File: src/rtl/e_reg_pkg.sv
// ---------------------------------------------------------------------------
// e_reg_pkg
//   Shared widths and Y86 encodings used by the Decode->Execute pipeline
//   register and its load/use detector.
//   Contents:
//     WORD_W, REG_W, STAT_W, CNT_W   default widths
//     INOP, IRRMOVL, IMRMOVL, IOPL, IPOPL   instruction codes
//     FNONE                          "no function" code
//     RNONE                          "no register" ID
//     SBUB, SAOK                     status codes
// ---------------------------------------------------------------------------
package e_reg_pkg;

  localparam int WORD_W = 32;
  localparam int REG_W  = 8;
  localparam int STAT_W = 3;
  localparam int CNT_W  = 16;

  localparam logic [3:0] INOP    = 4'h1;
  localparam logic [3:0] IRRMOVL = 4'h2;
  localparam logic [3:0] IMRMOVL = 4'h5;
  localparam logic [3:0] IOPL    = 4'h6;
  localparam logic [3:0] IPOPL   = 4'hB;

  localparam logic [3:0] FNONE = 4'h0;

  localparam logic [REG_W-1:0] RNONE = 8'h0F;

  localparam logic [STAT_W-1:0] SBUB = 3'd0;
  localparam logic [STAT_W-1:0] SAOK = 3'd1;

endpackage

File: src/rtl/e_reg_loaduse_det.sv
// ---------------------------------------------------------------------------
// e_reg_loaduse_det
//   Purely combinational load/use hazard detector. Flags when the instruction
//   sitting in E is a memory load (mrmovl/popl) whose memory destination is
//   read as a source by the instruction now in D.
//   Ports:
//     e_icode   in  4      icode held in E
//     e_dstm    in  REG_W  memory destination held in E
//     d_srca    in  REG_W  source A of instruction in D
//     d_srcb    in  REG_W  source B of instruction in D
//     loaduse   out 1      hazard flag
// ---------------------------------------------------------------------------
module e_reg_loaduse_det
  import e_reg_pkg::*;
#(
  parameter int REG_W = e_reg_pkg::REG_W
) (
  input  logic [3:0]       e_icode,
  input  logic [REG_W-1:0] e_dstm,
  input  logic [REG_W-1:0] d_srca,
  input  logic [REG_W-1:0] d_srcb,
  output logic             loaduse
);

  logic is_load;
  logic dst_valid;

  // An RNONE destination can never create a hazard; equality with a valid
  // destination already implies the matching source is not RNONE.
  always_comb begin
    is_load   = (e_icode == IMRMOVL) || (e_icode == IPOPL);
    dst_valid = (e_dstm != REG_W'(RNONE));
    loaduse   = is_load && dst_valid && ((e_dstm == d_srca) || (e_dstm == d_srcb));
  end

endmodule

File: src/rtl/e_reg.sv
// ---------------------------------------------------------------------------
// e_reg
//   Decode->Execute pipeline register of the 5-stage Y86 pipe. Captures the
//   decoded fields and forwarded operands each cycle, holds on stall, loads a
//   nop on bubble (bubble beats stall), counts injected bubbles with
//   saturation, and flags load/use hazards against the instruction in D.
//   Ports:
//     clk, rst (async, active-low)
//     E_stall_i, E_bubble_i          pipeline control
//     d_*_i                          decode-stage fields (10 of them)
//     E_*_o                          registered copies of the d_*_i fields
//     loaduse_o                      comb load/use hazard flag
//     bubble_cnt_o                   saturating count of injected bubbles
// ---------------------------------------------------------------------------
module e_reg
  import e_reg_pkg::*;
#(
  parameter int WORD_W = e_reg_pkg::WORD_W,
  parameter int REG_W  = e_reg_pkg::REG_W,
  parameter int STAT_W = e_reg_pkg::STAT_W,
  parameter int CNT_W  = e_reg_pkg::CNT_W
) (
  input  logic              clk,
  input  logic              rst,
  input  logic              E_stall_i,
  input  logic              E_bubble_i,
  input  logic [STAT_W-1:0] d_stat_i,
  input  logic [3:0]        d_icode_i,
  input  logic [3:0]        d_ifun_i,
  input  logic [WORD_W-1:0] d_valC_i,
  input  logic [WORD_W-1:0] d_valA_i,
  input  logic [WORD_W-1:0] d_valB_i,
  input  logic [REG_W-1:0]  d_dstE_i,
  input  logic [REG_W-1:0]  d_dstM_i,
  input  logic [REG_W-1:0]  d_srcA_i,
  input  logic [REG_W-1:0]  d_srcB_i,
  output logic [STAT_W-1:0] E_stat_o,
  output logic [3:0]        E_icode_o,
  output logic [3:0]        E_ifun_o,
  output logic [WORD_W-1:0] E_valC_o,
  output logic [WORD_W-1:0] E_valA_o,
  output logic [WORD_W-1:0] E_valB_o,
  output logic [REG_W-1:0]  E_dstE_o,
  output logic [REG_W-1:0]  E_dstM_o,
  output logic [REG_W-1:0]  E_srcA_o,
  output logic [REG_W-1:0]  E_srcB_o,
  output logic              loaduse_o,
  output logic [CNT_W-1:0]  bubble_cnt_o
);

  // Register bank: reset and bubble load the same nop image, so a bubble is
  // indistinguishable downstream from a freshly reset stage. All ten fields
  // share one priority chain so they always update together.
  always_ff @(posedge clk or negedge rst) begin
    if (!rst) begin
      E_stat_o  <= STAT_W'(SBUB);
      E_icode_o <= INOP;
      E_ifun_o  <= FNONE;
      E_valC_o  <= '0;
      E_valA_o  <= '0;
      E_valB_o  <= '0;
      E_dstE_o  <= REG_W'(RNONE);
      E_dstM_o  <= REG_W'(RNONE);
      E_srcA_o  <= REG_W'(RNONE);
      E_srcB_o  <= REG_W'(RNONE);
    end else if (E_bubble_i) begin
      E_stat_o  <= STAT_W'(SBUB);
      E_icode_o <= INOP;
      E_ifun_o  <= FNONE;
      E_valC_o  <= '0;
      E_valA_o  <= '0;
      E_valB_o  <= '0;
      E_dstE_o  <= REG_W'(RNONE);
      E_dstM_o  <= REG_W'(RNONE);
      E_srcA_o  <= REG_W'(RNONE);
      E_srcB_o  <= REG_W'(RNONE);
    end else if (!E_stall_i) begin
      E_stat_o  <= d_stat_i;
      E_icode_o <= d_icode_i;
      E_ifun_o  <= d_ifun_i;
      E_valC_o  <= d_valC_i;
      E_valA_o  <= d_valA_i;
      E_valB_o  <= d_valB_i;
      E_dstE_o  <= d_dstE_i;
      E_dstM_o  <= d_dstM_i;
      E_srcA_o  <= d_srcA_i;
      E_srcB_o  <= d_srcB_i;
    end
  end

  // Bubble counter sticks at all-ones instead of wrapping, so a long-running
  // stat read never looks like a small number.
  always_ff @(posedge clk or negedge rst) begin
    if (!rst) begin
      bubble_cnt_o <= '0;
    end else if (E_bubble_i && (bubble_cnt_o != '1)) begin
      bubble_cnt_o <= bubble_cnt_o + CNT_W'(1);
    end
  end

  e_reg_loaduse_det #(
    .REG_W (REG_W)
  ) u_loaduse_det (
    .e_icode (E_icode_o),
    .e_dstm  (E_dstM_o),
    .d_srca  (d_srcA_i),
    .d_srcb  (d_srcB_i),
    .loaduse (loaduse_o)
  );

endmodule
File: config.mk
export PLATFORM = sky130hd
export DESIGN_NAME = e_reg
export DESIGN_NICKNAME = d
export VERILOG_FILES = /design/src/rtl/e_reg_pkg.sv /design/src/rtl/e_reg_loaduse_det.sv /design/src/rtl/e_reg.sv
export SDC_FILE = /design/constraint.sdc
export NUM_CORES = 1
export LEC_CHECK = 0
export CORE_MARGIN = 8
export CORE_UTILIZATION = 45
export DETAILED_ROUTE_END_ITERATION = 16
export PLACE_DENSITY = 0.86
export SLEW_MARGIN = 20
export SYNTH_ARGS = -nofsm -noshare
export SYNTH_HDL_FRONTEND = slang
export SYNTH_HIERARCHICAL = 1
export SYNTH_SLANG_ARGS = --single-unit
File: constraint.sdc
create_clock -name clk -period 2.9 [get_ports clk]
set_input_delay 0.58 -clock clk [delete_from_list [all_inputs] [get_ports clk]]
set_output_delay 0.58 -clock clk [all_outputs]
set_load 0.02 [all_outputs]
==> results of run 1 <==
[layer usage]
metal	global-route usage (%)	wire length (um)	vias up
met4	8.57	529	2
met3	8.97	2100	37
li1	-	-	2471
met5	0	13	-
met1	24.2	7810	2677
met2	38.3	10600	222
[power by group through the flow]
stage                     combinational (mW)  sequential [mW]  clock, mW
after global routing                    1.30             2.51       2.50
final                                   1.22             2.49       2.36
after global placement                  1.20             2.51          0
after CTS                               1.24             2.49       2.39
after detailed placement                1.23             2.52          0
after floorplan                        0.357             2.69          0
[timing repair]
item	4_1_cts	5_1_grt
endpoints found under the setup margin	1	1
resized for setup	1	2
pin swaps	0	0
cloned	0	0
hold buffers	0	0
[metrics by stage]
| step | power (mW) | instances | utilization [%] | cell area, um2 |
|---|---|---|---|---|
| floorplan | 3.05 | 552 | - | 6620 |
| global placement | 3.71 | 1010 | 67.9 | 9790 |
| detailed placement | 3.75 | 1010 | 67.9 | 9790 |
| CTS | 6.12 | 1042 | 72.3 | 10400 |
| global route | 6.32 | 1042 | 72.3 | 10400 |
| finish | 6.07 | 1042 | 72.3 | 10400 |
[final cells by class]
| class | instances | area (um2) | area share, % |
|---|---|---|---|
| multi-input combinational | 363 | 2560 | 24.6 |
| clock buffer | 29 | 606 | 5.81 |
| sequential | 155 | 3900 | 37.4 |
| clock inverter | 3 | 40.0 | 0.384 |
| tap | 184 | 230 | 2.21 |
| timing repair buffer | 308 | 3090 | 29.6 |
[sequential cells by signal (all words and copies together) (netlist names)]
signal and flops:
E_ifun_o 4, E_srcB_o 8, E_valC_o 32, E_icode_o 4, E_dstE_o 8, E_valB_o 32
E_stat_o 3, bubble_cnt_o 16, E_dstM_o 8, E_srcA_o 8, E_valA_o 32
[kinds of logic (layout without fill, tap and decap cells)]
logic type	after synthesis	count (layout)	share of synthesized area (%)
multiplexers	124	124	18.9
buffers and inverters	34	340	2.31
flip-flops	155	155	59.0
XOR/XNOR	26	26	3.44
adder cells (fa/ha/maj)	1	1	0.189
AND/OR/NAND/NOR	186	186	13.2
AO/OA/AOI/OAI	26	26	3.05
[worst paths after layout]
check,cells after the start,endpoint,startpoint
worst max register to register,4,bubble_cnt_o[1],bubble_cnt_o[12]
worst max-delay path,6,loaduse_o,d_srcA_i[5]
worst min-delay path,1,bubble_cnt_o[14],rst
worst min register to register,1,bubble_cnt_o[15],bubble_cnt_o[15]
min in group clk,1,bubble_cnt_o[15],bubble_cnt_o[15]
max in group asynchronous,2,E_srcB_o[3],rst
[cells in the final DEF, fill, tap and decap left out, types with 8 or more instances in the layout]
cell type	synthesis	final
sky130_fd_sc_hd__buf_4	0	8
sky130_fd_sc_hd__dfrtp_1	138	138
sky130_fd_sc_hd__clkdlybuf4s50_1	0	294
sky130_fd_sc_hd__clkbuf_16	0	21
sky130_fd_sc_hd__nand4_1	9	9
sky130_fd_sc_hd__nor2_1	125	125
sky130_fd_sc_hd__mux2i_1	122	122
sky130_fd_sc_hd__dfstp_2	17	17
sky130_fd_sc_hd__a211o_1	17	17
sky130_fd_sc_hd__xor2_1	18	18
sky130_fd_sc_hd__nor2b_1	18	18
sky130_fd_sc_hd__xnor2_1	8	8
[critical path: stages]
cell and delay, ns:
sky130_fd_sc_hd__clkdlybuf4s50_1 0.47, sky130_fd_sc_hd__xor2_1 0.19, sky130_fd_sc_hd__nor4_2 0.36, sky130_fd_sc_hd__a22oi_1 0.16, sky130_fd_sc_hd__nor3_2 0.19, sky130_fd_sc_hd__clkbuf_2 0.20
==> impl_results.rst, run 1 <==
.. list-table::
   :header-rows: 1

   * - Metric
     - Value
   * - Number of antenna violations at the first check in global routing
     - 1
   * - Post-route fraction of the period consumed by the critical path
     - around 94%
   * - Average instance area after synthesis
     - 12.0 um2
   * - Cell Int Power
     - 4.47 mW
   * - Clk pwr share
     - between 30 and 40%
   * - Width of the die
     - ~140 um
   * - CTS tree
     - done
   * - Final TNS setup
     - 0 ns
   * - Setup Viol. Count Final
     - 0
   * - Count of inserted antenna diode cells
     - 0
   * - Top-area cell type share of the netlist area
     - a little over half
   * - Number of register bits inferred by synthesis
     - around 160
   * - Data arrival, critical path
     - between 2 and 2.5 ns
   * - Unrepaired setup endpoints after global routing
     - false
   * - Post-CTS Setup Bufs
     - 0
   * - Worst Setup Path Type
     - in2out
   * - CP Capture Type
     - output pin
   * - Maximum level of the CTS H-tree
     - 4
   * - Tightest hold margin
     - 0.144 ns
   * - Routability Congestion
     - between 0.8 and 0.9
   * - Leakage power of the design
     - ~4.8 nW
   * - Syn-to-layout area delta
     - 57.7%
   * - Post-synth cell types
     - 36
   * - Warning count from the yosys run
     - 6
   * - Clock skew after layout
     - slightly below 0.005 ns
   * - Inserted Clock Buffers
     - 17
   * - Maximum vdd drop
     - about 360 uV
   * - Portion of the post-synthesis area used by sequential elements
     - roughly three fifths
   * - Count of buffers from port buffering
     - slightly below 300
   * - Top cell types by occurrence after synthesis
     - sky130_fd_sc_hd__dfrtp_1, sky130_fd_sc_hd__nor2_1, sky130_fd_sc_hd__mux2i_1
   * - Post-detailed-route count of antenna-violating nets
     - 0
   * - Count leader, synth
     - sky130_fd_sc_hd__dfrtp_1
   * - Status
     - completed
   * - Gate Count Post-Synth
     - ~550
   * - Total routing usage reported by global routing
     - around 22%
   * - Number of hold violations in the final report
     - 0
   * - Net count of the finished layout
     - around 990
   * - Reg clk slew, reported paths
     - 0.06 ns
   * - Routed via count divided by cell count
     - a little over 5
   * - Nature of the critical path startpoint
     - input pin
   * - Combinational share of power
     - about a fifth
   * - Async set or reset register ratio after synthesis
     - 100%
   * - Initial core utilization
     - 45.9%
   * - Worst rel slew slack
     - between 30% and 40%
   * - Grt ovf
     - 0
   * - DPL Wire Length
     - 15.5 mm
   * - Detailed-route via count
     - around 5400
   * - Setup slack of the worst register-to-register path
     - around 0.94 ns
   * - Achievable frequency
     - ~370 MHz
   * - Worst-Skew Late Latency
     - around 0.41 ns
   * - Dominant cell type by area after synthesis
     - sky130_fd_sc_hd__dfrtp_1
   * - Maximum Capacitance Violations
     - 0
   * - Bufs on Longest Clock Path
     - 2
   * - Layout cell share with drive strength beyond 1
     - 8.16%
   * - DRC violations left
     - 0
   * - Switching power
     - approximately 1.6 mW
   * - Slew of the pin with the lowest slew margin
     - between 0.9 and 1 ns
   * - Top cells by area in the synthesized netlist
     - sky130_fd_sc_hd__dfrtp_1, sky130_fd_sc_hd__mux2i_1, sky130_fd_sc_hd__nor2_1, sky130_fd_sc_hd__dfstp_2, sky130_fd_sc_hd__xor2_1
   * - Setup Slack @ Placement
     - -0.268 ns
   * - Core area
     - 14400 um2
   * - Path category of the worst min-delay check
     - in2async
   * - CTS root buffer
     - sky130_fd_sc_hd__clkbuf_16
   * - IO Count
     - between 200 and 300
   * - Die Y-Extent
     - roughly 140 um
   * - Slack of the critical path
     - 0.163 ns
   * - Die Outline Area
     - approximately 19000 um2
   * - Routed Wire Length
     - 21.1 mm
   * - WL per Instance
     - just over 20 um
   * - Number of DRC markers in iteration 0
     - 304
   * - Post-synthesis cell area
     - 6620 um2
   * - Most common flop cell mapped by yosys
     - sky130_fd_sc_hd__dfrtp_1
   * - Number of enable-type register cells in the synthesized netlist
     - 0
   * - Number of cell rows
     - 44
   * - Final slew viol count
     - 0
   * - Maximum number of pins on one net before global-route repair
     - 90
   * - Net Sw Frac
     - a little over a quarter
   * - Fill cells
     - ~960
   * - Clock sinks
     - around 160
   * - Via count of the first global-routing pass
     - 5900
   * - Power density of the placed cells
     - between 500 and 600 nW/um2
   * - Data required time of the critical path
     - approximately 2.3 ns
   * - Detailed-routing iteration count for the pre-antenna-repair pass
     - 4
   * - Post-synth net total
     - a little under 700
   * - Wire length of the first global-routing pass
     - about 32 mm
   * - Proportion of power drawn by flip-flops and latches
     - slightly above 40%
   * - Time the worst path needs with I/O delays and setup
     - 2.74 ns
   * - Worst-path fanout max
     - 2
Note: power is estimated with default switching activity, not from simulation.
==> run 2: changes to the inputs <==
Settings changed: PLACE_DENSITY 0.86 to default, PLACE_DENSITY_LB_ADDON from default to 0.12.
==> run 2 against run 1 <==
Net effect:
- clock power is 8% lower
- die area stayed put
- register-to-register slack worse by 0.07 ns
- maximum frequency is 3.3% lower
- via count is 3.0% lower
- critical path type unchanged
==> impl_results.rst, run 2 (synthesis gave the netlist of run 1 again) <==
.. list-table::
   :header-rows: 1

   * - Metric
     - Value
   * - Status
     - completed
   * - Path category of the worst min-delay check
     - in2async
   * - Post-detailed-route count of antenna-violating nets
     - 0
   * - Cell Int Power
     - about 4.3 mW
   * - Achievable frequency
     - between 300 and 400 MHz
   * - Routability Congestion
     - approximately 0.76
   * - Routed Wire Length
     - approximately 20 mm
   * - Detailed-route via count
     - roughly 5200
   * - CP Capture Type
     - output pin
   * - Slew of the pin with the lowest slew margin
     - a little under 0.8 ns
   * - IO Count
     - 299
   * - Leading cell type in the layout, fill and taps excluded
     - sky130_fd_sc_hd__clkdlybuf4s50_1
   * - Post-CTS Setup Bufs
     - 0
   * - Post-route total power
     - slightly below 6 mW
   * - Post-route fraction of the period consumed by the critical path
     - a little over nine tenths
   * - Initial core utilization
     - about 46%
   * - Clock skew after layout
     - around 0.0048 ns
   * - Switching power
     - 1.60 mW
   * - Die Outline Area
     - 18800 um2
   * - Worst rel slew slack
     - 48.4%
   * - Number of antenna violations at the first check in global routing
     - 0
   * - CTS root buffer
     - sky130_fd_sc_hd__clkbuf_16
   * - Worst-path fanout max
     - 2
   * - Proportion of power drawn by flip-flops and latches
     - between 40% and 50%
   * - Leading registers by flop count
     - E_valA_o (32), E_valB_o (32), E_valC_o (32)
   * - Maximum number of pins on one net before global-route repair
     - 75
   * - Routed via count divided by cell count
     - just over 5
   * - DPL Wire Length
     - ~15 mm
   * - Number of DRC markers in iteration 0
     - 248
   * - Setup Slack @ Placement
     - -0.219 ns
   * - Maximum Capacitance Violations
     - 0
   * - Most used cells in the layout excluding fill and tap cells
     - sky130_fd_sc_hd__clkdlybuf4s50_1, sky130_fd_sc_hd__dfrtp_1, sky130_fd_sc_hd__nor2_1, sky130_fd_sc_hd__mux2i_1
   * - Maximum level of the CTS H-tree
     - 4
   * - Core area
     - 14400 um2
   * - Number of standard cells in the final layout excluding fillers
     - ~1000
   * - Maximum vdd drop
     - about 370 uV
   * - Time the worst path needs with I/O delays and setup
     - about 2.8 ns
   * - Die Y-Extent
     - 137 um
   * - Data required time of the critical path
     - ~2.3 ns
   * - Count of inserted antenna diode cells
     - 0
   * - Worst-Skew Late Latency
     - between 0.4 and 0.5 ns
   * - Data arrival, critical path
     - between 2 and 2.5 ns
   * - Net count of the finished layout
     - 987
   * - Leakage power of the design
     - around 4.7 nW
   * - Inserted Clock Buffers
     - 17
   * - Setup Viol. Count Final
     - 0
   * - DRC violations left
     - 0
   * - CTS resizes
     - 1
   * - Number of cell rows
     - 44
   * - Clock sinks
     - 155
   * - Combinational share of power
     - between 20% and 30%
   * - Count of buffers from port buffering
     - roughly 300
   * - Final slew viol count
     - 0
   * - Layout cell share with drive strength beyond 1
     - under 10%
   * - WL per Instance
     - between 15 and 20 um
   * - Total instance count after detailed placement
     - 1008
   * - Bufs on Longest Clock Path
     - 2
   * - Grt ovf
     - 0
   * - Power density of the placed cells
     - 566 nW/um2
   * - Via count of the first global-routing pass
     - about 5600
   * - Tightest hold margin
     - 0.106 ns
   * - Width of the die
     - 137 um
   * - Detailed-routing iteration count for the pre-antenna-repair pass
     - 5
   * - Net Sw Frac
     - between 20 and 30%
   * - Final cell area excluding filler cells
     - about 10000 um2
   * - Worst Setup Path Type
     - in2out
   * - CTS tree
     - done
   * - Wire length of the first global-routing pass
     - 30.9 mm
   * - Syn-to-layout area delta
     - 56.6%
   * - Post-placement cell area
     - roughly 10000 um2
   * - Nature of the critical path startpoint
     - input pin
   * - Slack of the critical path
     - 0.0714 ns
   * - Total routing usage reported by global routing
     - 21.6%
   * - Clk pwr share
     - between 30% and 40%
   * - Reg clk slew, reported paths
     - 0.06 ns
   * - Number of buffers inserted for hold repair after clock tree synthesis
     - 0
   * - Number of hold violations in the final report
     - 0
   * - Unrepaired setup endpoints after global routing
     - false
[run 2: changes by cell type in the layout (fill, tap and decap cells not counted)]
cell	before	now
sky130_fd_sc_hd__dlygate4sd2_1	0	1
sky130_fd_sc_hd__buf_12	3	4
sky130_fd_sc_hd__clkinvlp_4	0	3
sky130_fd_sc_hd__bufinv_16	1	2
sky130_fd_sc_hd__clkbuf_2	1	0
sky130_fd_sc_hd__buf_4	8	5
sky130_fd_sc_hd__clkinv_2	2	6
sky130_fd_sc_hd__clkbuf_1	3	1
sky130_fd_sc_hd__clkbuf_16	21	17
sky130_fd_sc_hd__inv_6	0	1
sky130_fd_sc_hd__clkbuf_8	5	2
[run 2: critical path, stage by stage]
cell and delay (ns):
sky130_fd_sc_hd__clkdlybuf4s50_1 0.44, sky130_fd_sc_hd__xor2_1 0.16, sky130_fd_sc_hd__nor4_2 0.37, sky130_fd_sc_hd__a22oi_1 0.15, sky130_fd_sc_hd__nor3_2 0.18, sky130_fd_sc_hd__dlygate4sd2_1 0.38
[run 2: final cells by class]
cell class	count	area, um2
Sequential cell	155	3900
Clock buffer	20	457
Timing Repair Buffer	306	3090
Fill cell	1023	4060
Multi-Input combinational cell	363	2560
Clock inverter	12	121
Tap cell	184	230
[run 2: per-layer routing]
metal  track usage (%)  wire (um)  up-vias
met1              23.6       7410     2535
met3              10.6       2350       25
li1                  -          -     2464
met5                 0          0        -
met2              35.5      10100      221
met4              8.03        412        0
[run 2: worst paths after layout]
| path | endpoint | slack, ns | cells past startpoint | from |
|---|---|---|---|---|
| hold reg to reg | bubble_cnt_o[14] | 0.52 | 1 | bubble_cnt_o[14] |
| setup reg to reg | bubble_cnt_o[1] | 0.87 | 5 | bubble_cnt_o[0] |
| min in group clk | bubble_cnt_o[14] | 0.52 | 1 | bubble_cnt_o[14] |
| max in group asynchronous | E_valB_o[8] | 1.91 | 2 | rst |
| setup / recovery | loaduse_o | 0.07 | 6 | d_srcA_i[2] |
| hold / removal | E_valC_o[20] | 0.11 | 1 | rst |
[run 2: per-stage QoR]
step / setup TNS [ns] / utilization, %
6_report: 0 / 71.8
5_1_grt: 0 / 71.8
4_1_cts: 0 / 71.8
3_5_place_dp: -0.219 / 67.8
3_3_place_gp: -0.247 / 67.8
2_1_floorplan: 0 / -
[run 2: power by group through the flow]
stage | clock [mW] | combinational, mW | sequential, mW
6_report | 2.17 | 1.22 | 2.48
5_1_grt | 2.31 | 1.31 | 2.50
4_1_cts | 2.22 | 1.24 | 2.48
3_5_place_dp | 0 | 1.23 | 2.51
3_3_place_gp | 0 | 1.20 | 2.50
2_1_floorplan | 0 | 0.357 | 2.69
==> run 3: changes to the inputs <==
Settings changed: GPL_ROUTABILITY_DRIVEN from default to 0.
==> results of run 3 <==
Final layout, timing and power as in run 2 (identical DEF).
